[src/rtl/io_pkg.sv]
// Shared definitions for the IO page: register offsets, status bit layout,
// and the UART serializer state encoding.
package io_pkg;

  localparam int IO_PAGE_BIT = 22;

  localparam logic [1:0] REG_LEDS        = 2'd0;
  localparam logic [1:0] REG_UART_DATA   = 2'd1;
  localparam logic [1:0] REG_UART_STATUS = 2'd2;
  localparam logic [1:0] REG_BAUD_DIV    = 2'd3;

  localparam int STAT_BUSY    = 0;
  localparam int STAT_FULL    = 1;
  localparam int STAT_OVF     = 2;
  localparam int STAT_CNT_LSB = 4;
  localparam int STAT_CNT_MSB = 8;

  typedef enum logic [1:0] {
    SER_IDLE  = 2'd0,
    SER_START = 2'd1,
    SER_DATA  = 2'd2,
    SER_STOP  = 2'd3
  } serState_t;

  // Assemble the UART_STATUS read word; unused bits stay zero.
  function automatic logic [31:0] packStatus(input logic busy, input logic full,
                                             input logic ovf, input logic [4:0] cnt);
    logic [31:0] word;
    word = '0;
    word[STAT_BUSY] = busy;
    word[STAT_FULL] = full;
    word[STAT_OVF]  = ovf;
    word[STAT_CNT_MSB:STAT_CNT_LSB] = cnt;
    return word;
  endfunction

endpackage

[src/rtl/uart_tx_serializer.sv]
// 8N1 UART transmitter, LSB first. Takes bytes over a valid/ready handshake
// and can accept the next byte on the last cycle of STOP so frames run
// back-to-back without an idle gap.
//
// state     | meaning
// ----------+-----------------------------------------------------------
// SER_IDLE  | line high, ready for a byte; accepting one starts a frame
// SER_START | start bit (low) for BAUD_DIV cycles
// SER_DATA  | data bits 0..7, BAUD_DIV cycles each
// SER_STOP  | stop bit (high); on its last cycle accept next byte or idle
module uart_tx_serializer
  import io_pkg::*;
#(
  parameter int unsigned BAUD_DIV = 434
) (
  input  logic       clk,
  input  logic       reset,
  input  logic [7:0] txByte,
  input  logic       txValid,
  output logic       txReady,
  output logic       busy,
  output logic       uart_txd
);

  localparam logic [15:0] BIT_LAST = 16'(BAUD_DIV - 1);

  serState_t   state;
  serState_t   stateNext;
  logic [15:0] baudCnt;
  logic [2:0]  bitIdx;
  logic [7:0]  shiftReg;
  logic        txdReg;
  logic        txdNext;
  logic        bitDone;
  logic        loadByte;
  logic        shiftNow;

  assign bitDone  = (baudCnt == BIT_LAST);
  assign busy     = (state != SER_IDLE);
  assign uart_txd = txdReg;

  // State register.
  always_ff @(posedge clk or posedge reset) begin
    if (reset) begin
      state <= SER_IDLE;
    end else begin
      state <= stateNext;
    end
  end

  // Next-state, handshake and next line level.
  always_comb begin
    stateNext = state;
    txdNext   = txdReg;
    txReady   = 1'b0;
    loadByte  = 1'b0;
    shiftNow  = 1'b0;
    case (state)
      SER_IDLE: begin
        txReady = 1'b1;
        txdNext = 1'b1;
        if (txValid) begin
          stateNext = SER_START;
          loadByte  = 1'b1;
          txdNext   = 1'b0;
        end
      end
      SER_START: begin
        if (bitDone) begin
          stateNext = SER_DATA;
          txdNext   = shiftReg[0];
        end
      end
      SER_DATA: begin
        if (bitDone) begin
          shiftNow = 1'b1;
          if (bitIdx == 3'd7) begin
            stateNext = SER_STOP;
            txdNext   = 1'b1;
          end else begin
            txdNext = shiftReg[1];
          end
        end
      end
      SER_STOP: begin
        txReady = bitDone;
        if (bitDone) begin
          if (txValid) begin
            stateNext = SER_START;
            loadByte  = 1'b1;
            txdNext   = 1'b0;
          end else begin
            stateNext = SER_IDLE;
            txdNext   = 1'b1;
          end
        end
      end
      default: begin
        stateNext = SER_IDLE;
        txdNext   = 1'b1;
      end
    endcase
  end

  // Bit timer, bit index, shift register and registered line output.
  always_ff @(posedge clk or posedge reset) begin
    if (reset) begin
      baudCnt  <= '0;
      bitIdx   <= '0;
      shiftReg <= '0;
      txdReg   <= 1'b1;
    end else begin
      txdReg <= txdNext;
      if (state == SER_IDLE || bitDone) begin
        baudCnt <= '0;
      end else begin
        baudCnt <= baudCnt + 16'd1;
      end
      // Index wraps 7 -> 0 as the last data bit completes.
      if (shiftNow) begin
        bitIdx <= bitIdx + 3'd1;
      end else if (state != SER_DATA) begin
        bitIdx <= '0;
      end
      if (loadByte) begin
        shiftReg <= txByte;
      end else if (shiftNow) begin
        shiftReg <= {1'b0, shiftReg[7:1]};
      end
    end
  end

endmodule

[src/rtl/io_uart_responder.sv]
// Memory-mapped IO page: LED register, UART TX FIFO with status/overflow
// reporting, and a read-only baud divisor. Feeds uart_tx_serializer.
module io_uart_responder
  import io_pkg::*;
#(
  parameter int unsigned BAUD_DIV   = 434,
  parameter int unsigned FIFO_DEPTH = 4
) (
  input  logic        clk,
  input  logic        reset,
  input  logic [31:0] IO_mem_addr,
  input  logic [31:0] IO_mem_wdata,
  input  logic        IO_mem_wr,
  output logic [31:0] IO_mem_rdata,
  output logic [7:0]  LEDS,
  output logic        uart_txd
);

  localparam int PTR_W = (FIFO_DEPTH > 1) ? $clog2(FIFO_DEPTH) : 1;
  localparam int CNT_W = $clog2(FIFO_DEPTH) + 1;
  localparam logic [CNT_W-1:0] DEPTH_C = CNT_W'(FIFO_DEPTH);

  logic [7:0]       fifoMem [FIFO_DEPTH];
  logic [PTR_W-1:0] wrPtr;
  logic [PTR_W-1:0] rdPtr;
  logic [CNT_W-1:0] fifoCount;
  logic             overflow;

  logic       pageSel;
  logic [1:0] regSel;
  logic       pushReq;
  logic       fifoFull;
  logic       fifoEmpty;
  logic       push;
  logic       drop;
  logic       pop;
  logic       ovfClear;
  logic       txValid;
  logic       txReady;
  logic       serBusy;
  logic [4:0] countField;
  logic       unusedBits;

  assign pageSel   = IO_mem_addr[IO_PAGE_BIT];
  assign regSel    = IO_mem_addr[3:2];
  assign fifoFull  = (fifoCount == DEPTH_C);
  assign fifoEmpty = (fifoCount == '0);

  // Fullness is judged on the pre-edge count, so a pop on the same edge
  // never makes room for a push into a full FIFO.
  assign pushReq  = IO_mem_wr && pageSel && (regSel == REG_UART_DATA);
  assign push     = pushReq && !fifoFull;
  assign drop     = pushReq && fifoFull;
  assign ovfClear = IO_mem_wr && pageSel && (regSel == REG_UART_STATUS) && IO_mem_wdata[STAT_OVF];

  assign txValid    = !fifoEmpty;
  assign pop        = txValid && txReady;
  assign countField = 5'(fifoCount);

  assign unusedBits = ^{IO_mem_addr[31:23], IO_mem_addr[21:4], IO_mem_addr[1:0],
                        IO_mem_wdata[31:8]};

  // LED register.
  always_ff @(posedge clk or posedge reset) begin
    if (reset) begin
      LEDS <= '0;
    end else if (IO_mem_wr && pageSel && (regSel == REG_LEDS)) begin
      LEDS <= IO_mem_wdata[7:0];
    end
  end

  // FIFO storage; contents need no reset because count gates every read.
  always_ff @(posedge clk) begin
    if (push) begin
      fifoMem[wrPtr] <= IO_mem_wdata[7:0];
    end
  end

  // FIFO pointers and occupancy.
  always_ff @(posedge clk or posedge reset) begin
    if (reset) begin
      wrPtr     <= '0;
      rdPtr     <= '0;
      fifoCount <= '0;
    end else begin
      if (push) begin
        wrPtr <= wrPtr + PTR_W'(1);
      end
      if (pop) begin
        rdPtr <= rdPtr + PTR_W'(1);
      end
      if (push && !pop) begin
        fifoCount <= fifoCount + CNT_W'(1);
      end else if (pop && !push) begin
        fifoCount <= fifoCount - CNT_W'(1);
      end
    end
  end

  // Sticky overflow flag; a drop on the clearing edge wins.
  always_ff @(posedge clk or posedge reset) begin
    if (reset) begin
      overflow <= 1'b0;
    end else if (drop) begin
      overflow <= 1'b1;
    end else if (ovfClear) begin
      overflow <= 1'b0;
    end
  end

  // Side-effect-free read mux.
  always_comb begin
    IO_mem_rdata = '0;
    if (pageSel) begin
      case (regSel)
        REG_LEDS:        IO_mem_rdata = {24'b0, LEDS};
        REG_UART_DATA:   IO_mem_rdata = '0;
        REG_UART_STATUS: IO_mem_rdata = packStatus(serBusy || !fifoEmpty, fifoFull,
                                                   overflow, countField);
        REG_BAUD_DIV:    IO_mem_rdata = 32'(BAUD_DIV);
        default:         IO_mem_rdata = '0;
      endcase
    end
  end

  uart_tx_serializer #(
    .BAUD_DIV(BAUD_DIV)
  ) serializer (
    .clk      (clk),
    .reset    (reset),
    .txByte   (fifoMem[rdPtr]),
    .txValid  (txValid),
    .txReady  (txReady),
    .busy     (serBusy),
    .uart_txd (uart_txd)
  );

endmodule

[config.mk]
export PLATFORM = sky130hd
export DESIGN_NAME = io_uart_responder
export DESIGN_NICKNAME = d
export VERILOG_FILES = /design/src/rtl/io_pkg.sv /design/src/rtl/uart_tx_serializer.sv /design/src/rtl/io_uart_responder.sv
export SDC_FILE = /design/constraint.sdc
export NUM_CORES = 1
export LEC_CHECK = 0
export ABC_AREA = 0
export CORE_UTILIZATION = 38
export DETAILED_ROUTE_END_ITERATION = 16
export PLACE_DENSITY = 0.66
export SYNTH_ARGS = -nofsm -noshare
export SYNTH_HDL_FRONTEND = slang
export SYNTH_SLANG_ARGS = --single-unit
[constraint.sdc]
create_clock -name clk -period 3.45 [get_ports clk]
set_input_delay 0.69 -clock clk [delete_from_list [all_inputs] [get_ports clk]]
set_output_delay 0.69 -clock clk [all_outputs]
set_load 0.005 [all_outputs]
==> flow_summary.ini, run 1 <==
[clocking]
htree_levels = 3
cts_resized = 0
cts_hold_buf = 0
root_buffer = clkbuf_8
post-cts-setup-buffer-count = 0
cts_buffer_depth = 2
cts_tree = built
clkLatencyLatePin_ps = 350
cts_sinks = 78
numCtsBuffers = 9
clkTransAtPathRegs_ps = 80

[placement]
place_congestion = 0.774
portBuffers = 31
dp_cells = 476
hpwl_mm = 4.60

[sta]
drv_slew = 0
fmax_ghz = 0.320
setup_tns_ps = 0
period_minus_slack_ps = 3120
rsz0062_at_grt = false
timing.final.crit_share_pct = 90.5
finalSetupViolCount = 0
hold_violations = 0
worst_pin_slew_ps = 1000
clock_skew_ps = 15.5
slew_headroom_pct = 32.9

[critical_path]
crit_slowest_cell = clkdlybuf4s50_1
setup.worst_path.end_class = output pin
crit_cells = 5
regToRegSetupSlack_ps = 690
crit_buf_inv = 2
cp_common_cell = clkdlybuf4s50_1
reg2regPathDepth = 9
cpPeakStageDelay_ps = 650
critPathKind = in2out
critical_path.top_delay_family = buffers and inverters
arrival_ps = 2430
worstPathCellList = clkdlybuf4s50_1 > nor2_1 > nand2_1 > a21oi_1 > clkdlybuf4s50_1
worstPathMaxFanout = 14
critPathLaunchType = input port
required_ps = 2760

[die]
rows = 36
die_w_microns = 102
dieArea_sq_um = 10500
ios = 108
dieHeight_microns = 102
core-area_sq_um = 9770
start_util_pct = 39.1

[drt]
ant_nets = 0
vias = 2345
routed_via_density = 4.77
avgRoutedWirePerCell_microns = 13.5
drt_iter0_markers = 85
first_pass_iters = 4
drc = 0
drt_wl_total_mm = 6.62

[synth]
synth-edff-count = 32
synth_most_common_cell = dfrtp_1
ys_seq_elements = 78
syn_inst = 315
ys_warn_count = 0
yosys-top-cells-count = 45 x dfrtp_1, 41 x nor2_1, 32 x edfxtp_1
async_flop_share_pct = 59.0
synth.distinct_cells = 49
seq_area_frac_synth_pct = 55.3
postSynthAreaPerCell_sq_um = 12.1
synth.largest_area_cell = dfrtp_1
synth_ff_type = dfrtp_1
synth_area_sq_um = 3820
synth_top_cell_area_share_pct = 29.5
synth.top_cells.by_area = dfrtp_1 29%, edfxtp_1 25%, mux4_2 4.7%, ha_1 4.6%, buf_4 4.5%

[power_and_ir_drop]
power_switching_share_pct = 32.0
p_clk_share_pct = 23.1
leakage_nw = 1.78
p_int_w = 0.00195
ir_drop_v = 0.000339
finalPower_w = 0.00287
combinationalPowerShare_pct = 30.7
seqPwrFrac_pct = 46.2
power.switching_w = 0.000920
powerDensity_nw_per_um2 = 653

[finish]
antennaDiodeCount = 0
layout.cells.non_filler = 492
area_growth_pct = 15.2
layout-drive-gt1-share_pct = 13.6
final_nets = 436

[global_route]
antenna_found_initial = 0
grt_pass1_wl_mm = 11.2
grt-ovfl-total = 0
grt_pass1_vias = 2390
grt_max_degree = 47
grt_use_total_pct = 14.2

[min_path]
hp-class = reg2reg
min_path_cells = 1

[status]
outcome = finished, final reports clean

[run]
cap_violations = 0
## cell families after synthesis
| family | synth area share (%) |
|---|---|
| AOI/OAI and AO/OA | 4.75 |
| xor gates and xnor gates | 4.58 |
| adders and majority gates | 5.11 |
| buffers and inverters | 6.32 |
| DFF | 55.3 |
| muxes | 8.58 |
| other | 0.0981 |
| and+or+nand+nor | 15.3 |
## metrics by stage
stage                     utilization, %  hold WS, ps  setup slack, ps  instance area, sq um
after floorplan                        -          461              682                  3910
after global placement              43.1          478              362                  4220
after detailed placement            43.1          485              341                  4220
after CTS                           45.0          498              325                  4400
after global routing                45.0          531              209                  4400
final                               45.0          492              329                  4400
## power groups by stage
stage / logic [W] / clock network, W / registers [W]
CTS: 0.000895 / 0.000689 / 0.00134
floorplan: 0.000706 / 0 / 0.00126
finish: 0.000881 / 0.000664 / 0.00133
global placement: 0.000863 / 0 / 0.00135
global route: 0.000988 / 0.000727 / 0.00136
detailed placement: 0.000888 / 0 / 0.00135
## worst register-to-register path, cell delays in order, from the launching register on
cell	delay (ps)
dfrtp_1	400
inv_1	60
ha_1	130
or4b_1	570
o41ai_4	340
nand2_4	160
ha_1	240
inv_1	80
fa_1	410
mux2_2	270
## flip-flops by register name, indices dropped and copies added (netlist names)
name	cells
fifoMem	32
serializer.baudCnt	16
LEDS	8
serializer.shiftReg	8
fifoCount	3
serializer.bitIdx	3
rdPtr	2
serializer.state	2
wrPtr	2
overflow	1
serializer.uart_txd	1
## layout make-up
type                       instances  area (sq um)
fill                             937          5370
clock buffer                      11           131
clock inverter                     5          56.3
inverter                          12          45.0
timing repair buffer              35           340
multi-input combinational        218          1550
sequential                        78          2110
tap                              133           166
## cells in the final DEF, fill, tap and decap left out, drive strengths merged, types with 2 or more instances in the layout
cell type,Yosys,routed
mux4,8,8
buf,26,4
o21ai,7,7
a311oi,2,2
xor2,12,12
mux2i,2,2
or3,2,2
and3,5,5
edfxtp,32,32
nor3,11,11
mux2,11,11
nor2,41,41
nand3,9,9
clkbuf,3,11
inv,12,14
conb,1,23
dfrtp,45,45
nand2,21,21
clkdlybuf4s50,0,31
nor2b,8,8
a21boi,2,2
ha,14,14
and2,6,6
or4,3,3
clkinv,0,2
xnor2,8,8
a21oi,8,8
nand4,2,2
## final timing paths
kind / start / endpoint
worst max-delay path: IO_mem_addr[3] / IO_mem_rdata[7]
worst min-delay path: serializer.baudCnt[0]$_DFF_PP0_ / serializer.baudCnt[0]$_DFF_PP0_
worst min register to register: serializer.baudCnt[0]$_DFF_PP0_ / serializer.baudCnt[0]$_DFF_PP0_
worst max register to register: serializer.baudCnt[1]$_DFF_PP0_ / fifoCount[1]$_DFFE_PP0P_
max in group asynchronous: reset / LEDS[0]$_DFFE_PP0P_
min in group asynchronous: reset / LEDS[3]$_DFFE_PP0P_
## routing by layer
metal / vias up / GRT usage, % / part of all wire, %
met3: 8 / 5.06 / 5.0
met2: 60 / 23.5 / 48
met4: 0 / 4.84 / 1.1
met1: 1148 / 17.3 / 46
li1: 1129 / - / -
met5: - / 0 / 0
Note: power is estimated with default switching activity, not from simulation.
==> run 2: changes to the inputs <==
--- a/config.mk
+++ b/config.mk
@@ -8,7 +8,8 @@
 export ABC_AREA = 0
 export CORE_UTILIZATION = 38
 export DETAILED_ROUTE_END_ITERATION = 16
-export PLACE_DENSITY = 0.66
+export PLACE_DENSITY = 0.65
 export SYNTH_ARGS = -nofsm -noshare
 export SYNTH_HDL_FRONTEND = slang
+export SYNTH_HIERARCHICAL = 1
 export SYNTH_SLANG_ARGS = --single-unit
==> run 2 against run 1 <==
Clock power increased by 0.9%. Non-clock buffer count shrank 2. Final cell count is 2.0% lower. Global-route usage decreased by 1.3 points. Synthesized area rose by 4.6%. Register-to-register slack improved by 100 ps. Largest power group unchanged.
==> flow_summary.ini, run 2 <==
[status]
outcome = finished, final reports clean

[finish]
reg.largest.list = fifoMem: 32 flops, serializer/baudCnt: 16 flops
final_cell_mix = 45 x dfrtp_1, 32 x edfxtp_1, 31 x clkdlybuf4s50_1
layout.cells.non_filler = 482
fillers = 969
layout-drive-gt1-share_pct = 18.2
largest_reg_flops = 32
antennaDiodeCount = 0
final_nets = 423
final_common_cell = dfrtp_1
regMostFlops = fifoMem
final_core_util_pct = 44.2
area_growth_pct = 13.7

[sta]
timing.hold.ws_ps = 502
rsz0062_at_grt = false
slew_headroom_pct = 57.6
hold_violations = 0
worst_pin_slew_ps = 635
clock_skew_ps = 11.7
layout_setup_ws_ps = 359
setup_tns_ps = 0
finalSetupViolCount = 0
period_minus_slack_ps = 3090
timing.final.crit_share_pct = 89.6
fmax_ghz = 0.323
drv_slew = 0

[critical_path]
cpPeakStageDelay_ps = 640
crit_buf_inv = 2
crit_slowest_cell = clkdlybuf4s50_1
worstPathCellList = clkdlybuf4s50_1 > nor2_2 > nand2_1 > a21boi_0 > clkdlybuf4s50_1
setup.worst_path.end_class = output pin
arrival_ps = 2400
critical_path.top_delay_family = buffers and inverters
critPathLaunchType = input port
worstPathMaxFanout = 13
critPathKind = in2out
required_ps = 2760
cp_common_cell = clkdlybuf4s50_1

[global_route]
grt_max_degree = 31
grt_pass1_vias = 2223
antenna_found_initial = 0
grt_use_total_pct = 13.0
grt-ovfl-total = 0
grt_pass1_wl_mm = 11.1

[clocking]
cts_resized = 0
cts_buffer_depth = 2
root_buffer = clkbuf_8
cts_sinks = 78
clkLatencyLatePin_ps = 360
cts_hold_buf = 0
numCtsBuffers = 9
htree_levels = 3
cts_tree = built
clkTransAtPathRegs_ps = 90
post-cts-setup-buffer-count = 0

[synth]
yosys.area_share.adder_pct = 4.88
synth_top_family_by_area = multiplexers
yosys-top-cells-count = 45 x dfrtp_1, 32 x edfxtp_1, 25 x buf_4
synth_area_sq_um = 4000
seq_area_frac_synth_pct = 52.9
synthSimpleGateAreaFrac_pct = 13.3
synth.distinct_cells = 51
ys_seq_elements = 78
synth_most_common_cell = dfrtp_1
synth.top_cells.by_area = dfrtp_1 28%, edfxtp_1 24%, mux2_4 5.6%, buf_4 4.7%, mux4_2 4.5%
synth_xor_area_share_pct = 4.38
postSynthAreaPerCell_sq_um = 13.0
synth.largest_area_cell = dfrtp_1
synth_compound_area_share_pct = 4.04
ys_warn_count = 6
async_flop_share_pct = 59.0
synth_top_cell_area_share_pct = 28.2
synth-edff-count = 32
synth_ff_type = dfrtp_1
synth.area.mux_share_pct = 13.7
syn_inst = 307

[power_and_ir_drop]
p_int_w = 0.00193
ir_drop_v = 0.000290
p_clk_share_pct = 23.3
power_switching_share_pct = 33.0
seqPwrFrac_pct = 46.4
combinationalPowerShare_pct = 30.3
leakage_nw = 1.87
power.switching_w = 0.000948
powerDensity_nw_per_um2 = 632

[run]
cap_violations = 0

[die]
start_util_pct = 38.9
dieHeight_microns = 105
ios = 108
rows = 37
core-area_sq_um = 10300
die_w_microns = 105
dieArea_sq_um = 10900

[placement]
portBuffers = 31
hpwl_mm = 4.72
dp_cells = 466
place_congestion = 0.741
place_ws_ps = 379

[drt]
first_pass_iters = 4
drc = 0
routed_via_density = 4.78
vias = 2306
avgRoutedWirePerCell_microns = 13.7
drt_iter0_markers = 88
ant_nets = 0
drt_wl_total_mm = 6.59

[min_path]
hp-class = reg2reg
-- run 2: cell types whose count changed in the layout (fill, tap and decap cells not counted), moves of 3 or more --
| cell | before | now |
|---|---|---|
| nor2_1 | 41 | 24 |
| mux2_4 | 1 | 15 |
| nor3_1 | 11 | 0 |
| nor2b_1 | 8 | 0 |
| and4_1 | 0 | 4 |
| nand4_1 | 2 | 6 |
| a211oi_1 | 0 | 3 |
| a21oi_1 | 8 | 5 |
| and3_1 | 5 | 2 |
| inv_6 | 2 | 5 |
| nand2_1 | 20 | 17 |
-- run 2: metal layers --
| layer | GRT usage (%) | vias to the layer above | part of all wire [%] |
|---|---|---|---|
| li1 | - | 1110 | - |
| met1 | 16.7 | 1114 | 46 |
| met2 | 20.5 | 74 | 48 |
| met3 | 4.74 | 8 | 5.4 |
| met4 | 3.67 | 0 | 1.0 |
| met5 | 0 | - | 0 |
-- run 2: worst paths after layout --
check                                                        to  slack (ps)  cells past startpoint                       startpoint
max in group asynchronous                   LEDS[3]$_DFFE_PP0P_        2300                      2                            reset
worst min-delay path            serializer/uart_txd$_DFFE_PP1P_         500                      2  serializer/uart_txd$_DFFE_PP1P_
min in group asynchronous       serializer/state[1]$_DFFE_PP0P_         730                      3                            reset
worst min register to register  serializer/uart_txd$_DFFE_PP1P_         500                      2  serializer/uart_txd$_DFFE_PP1P_
worst max-delay path                            IO_mem_rdata[5]         360                      5                   IO_mem_addr[3]
worst max register to register         fifoCount[1]$_DFFE_PP0P_         790                      9  serializer/baudCnt[6]$_DFF_PP0_
-- run 2: cells by family after synthesis --
logic type / Yosys count
adder cells (fa/ha/maj): 15
XOR/XNOR: 20
AO/OA/AOI/OAI: 25
flip-flops: 78
multiplexers: 36
other: 1
AND/OR/NAND/NOR: 88
buffers and inverters: 44
-- run 2: through the flow --
step / instance area [sq um] / total power (W)
after detailed placement: 4350 / 0.00224
after CTS: 4550 / 0.00292
after global placement: 4350 / 0.00220
after global routing: 4550 / 0.00307
after floorplan: 4080 / 0.00200
final: 4550 / 0.00287
-- run 2: tightest hold or removal path, cell delays in order, from the launching register on --
cell,delay (ps)
dfstp_2,380
nand3_1,50
o21ai_0,70
-- run 2: power by group through the flow --
stage	clock, W	sequential, W	combinational (W)
after floorplan	0	0.00127	0.000737
after global placement	0	0.00135	0.000849
after detailed placement	0	0.00136	0.000880
after CTS	0.000693	0.00134	0.000883
after global routing	0.000734	0.00137	0.000968
final	0.000670	0.00133	0.000871
-- run 2: area by class of cell --
| type | instances | area [sq um] | share of cell area (%) |
|---|---|---|---|
| multi-input cells | 207 | 1700 | 37.3 |
| repair buffers | 33 | 325 | 7.16 |
| flip-flops and latches | 78 | 2110 | 46.5 |
| clock inverters | 7 | 71.3 | 1.57 |
| inverters | 12 | 45.0 | 0.991 |
| well taps | 136 | 170 | 3.74 |
| clock buffers | 9 | 124 | 2.73 |
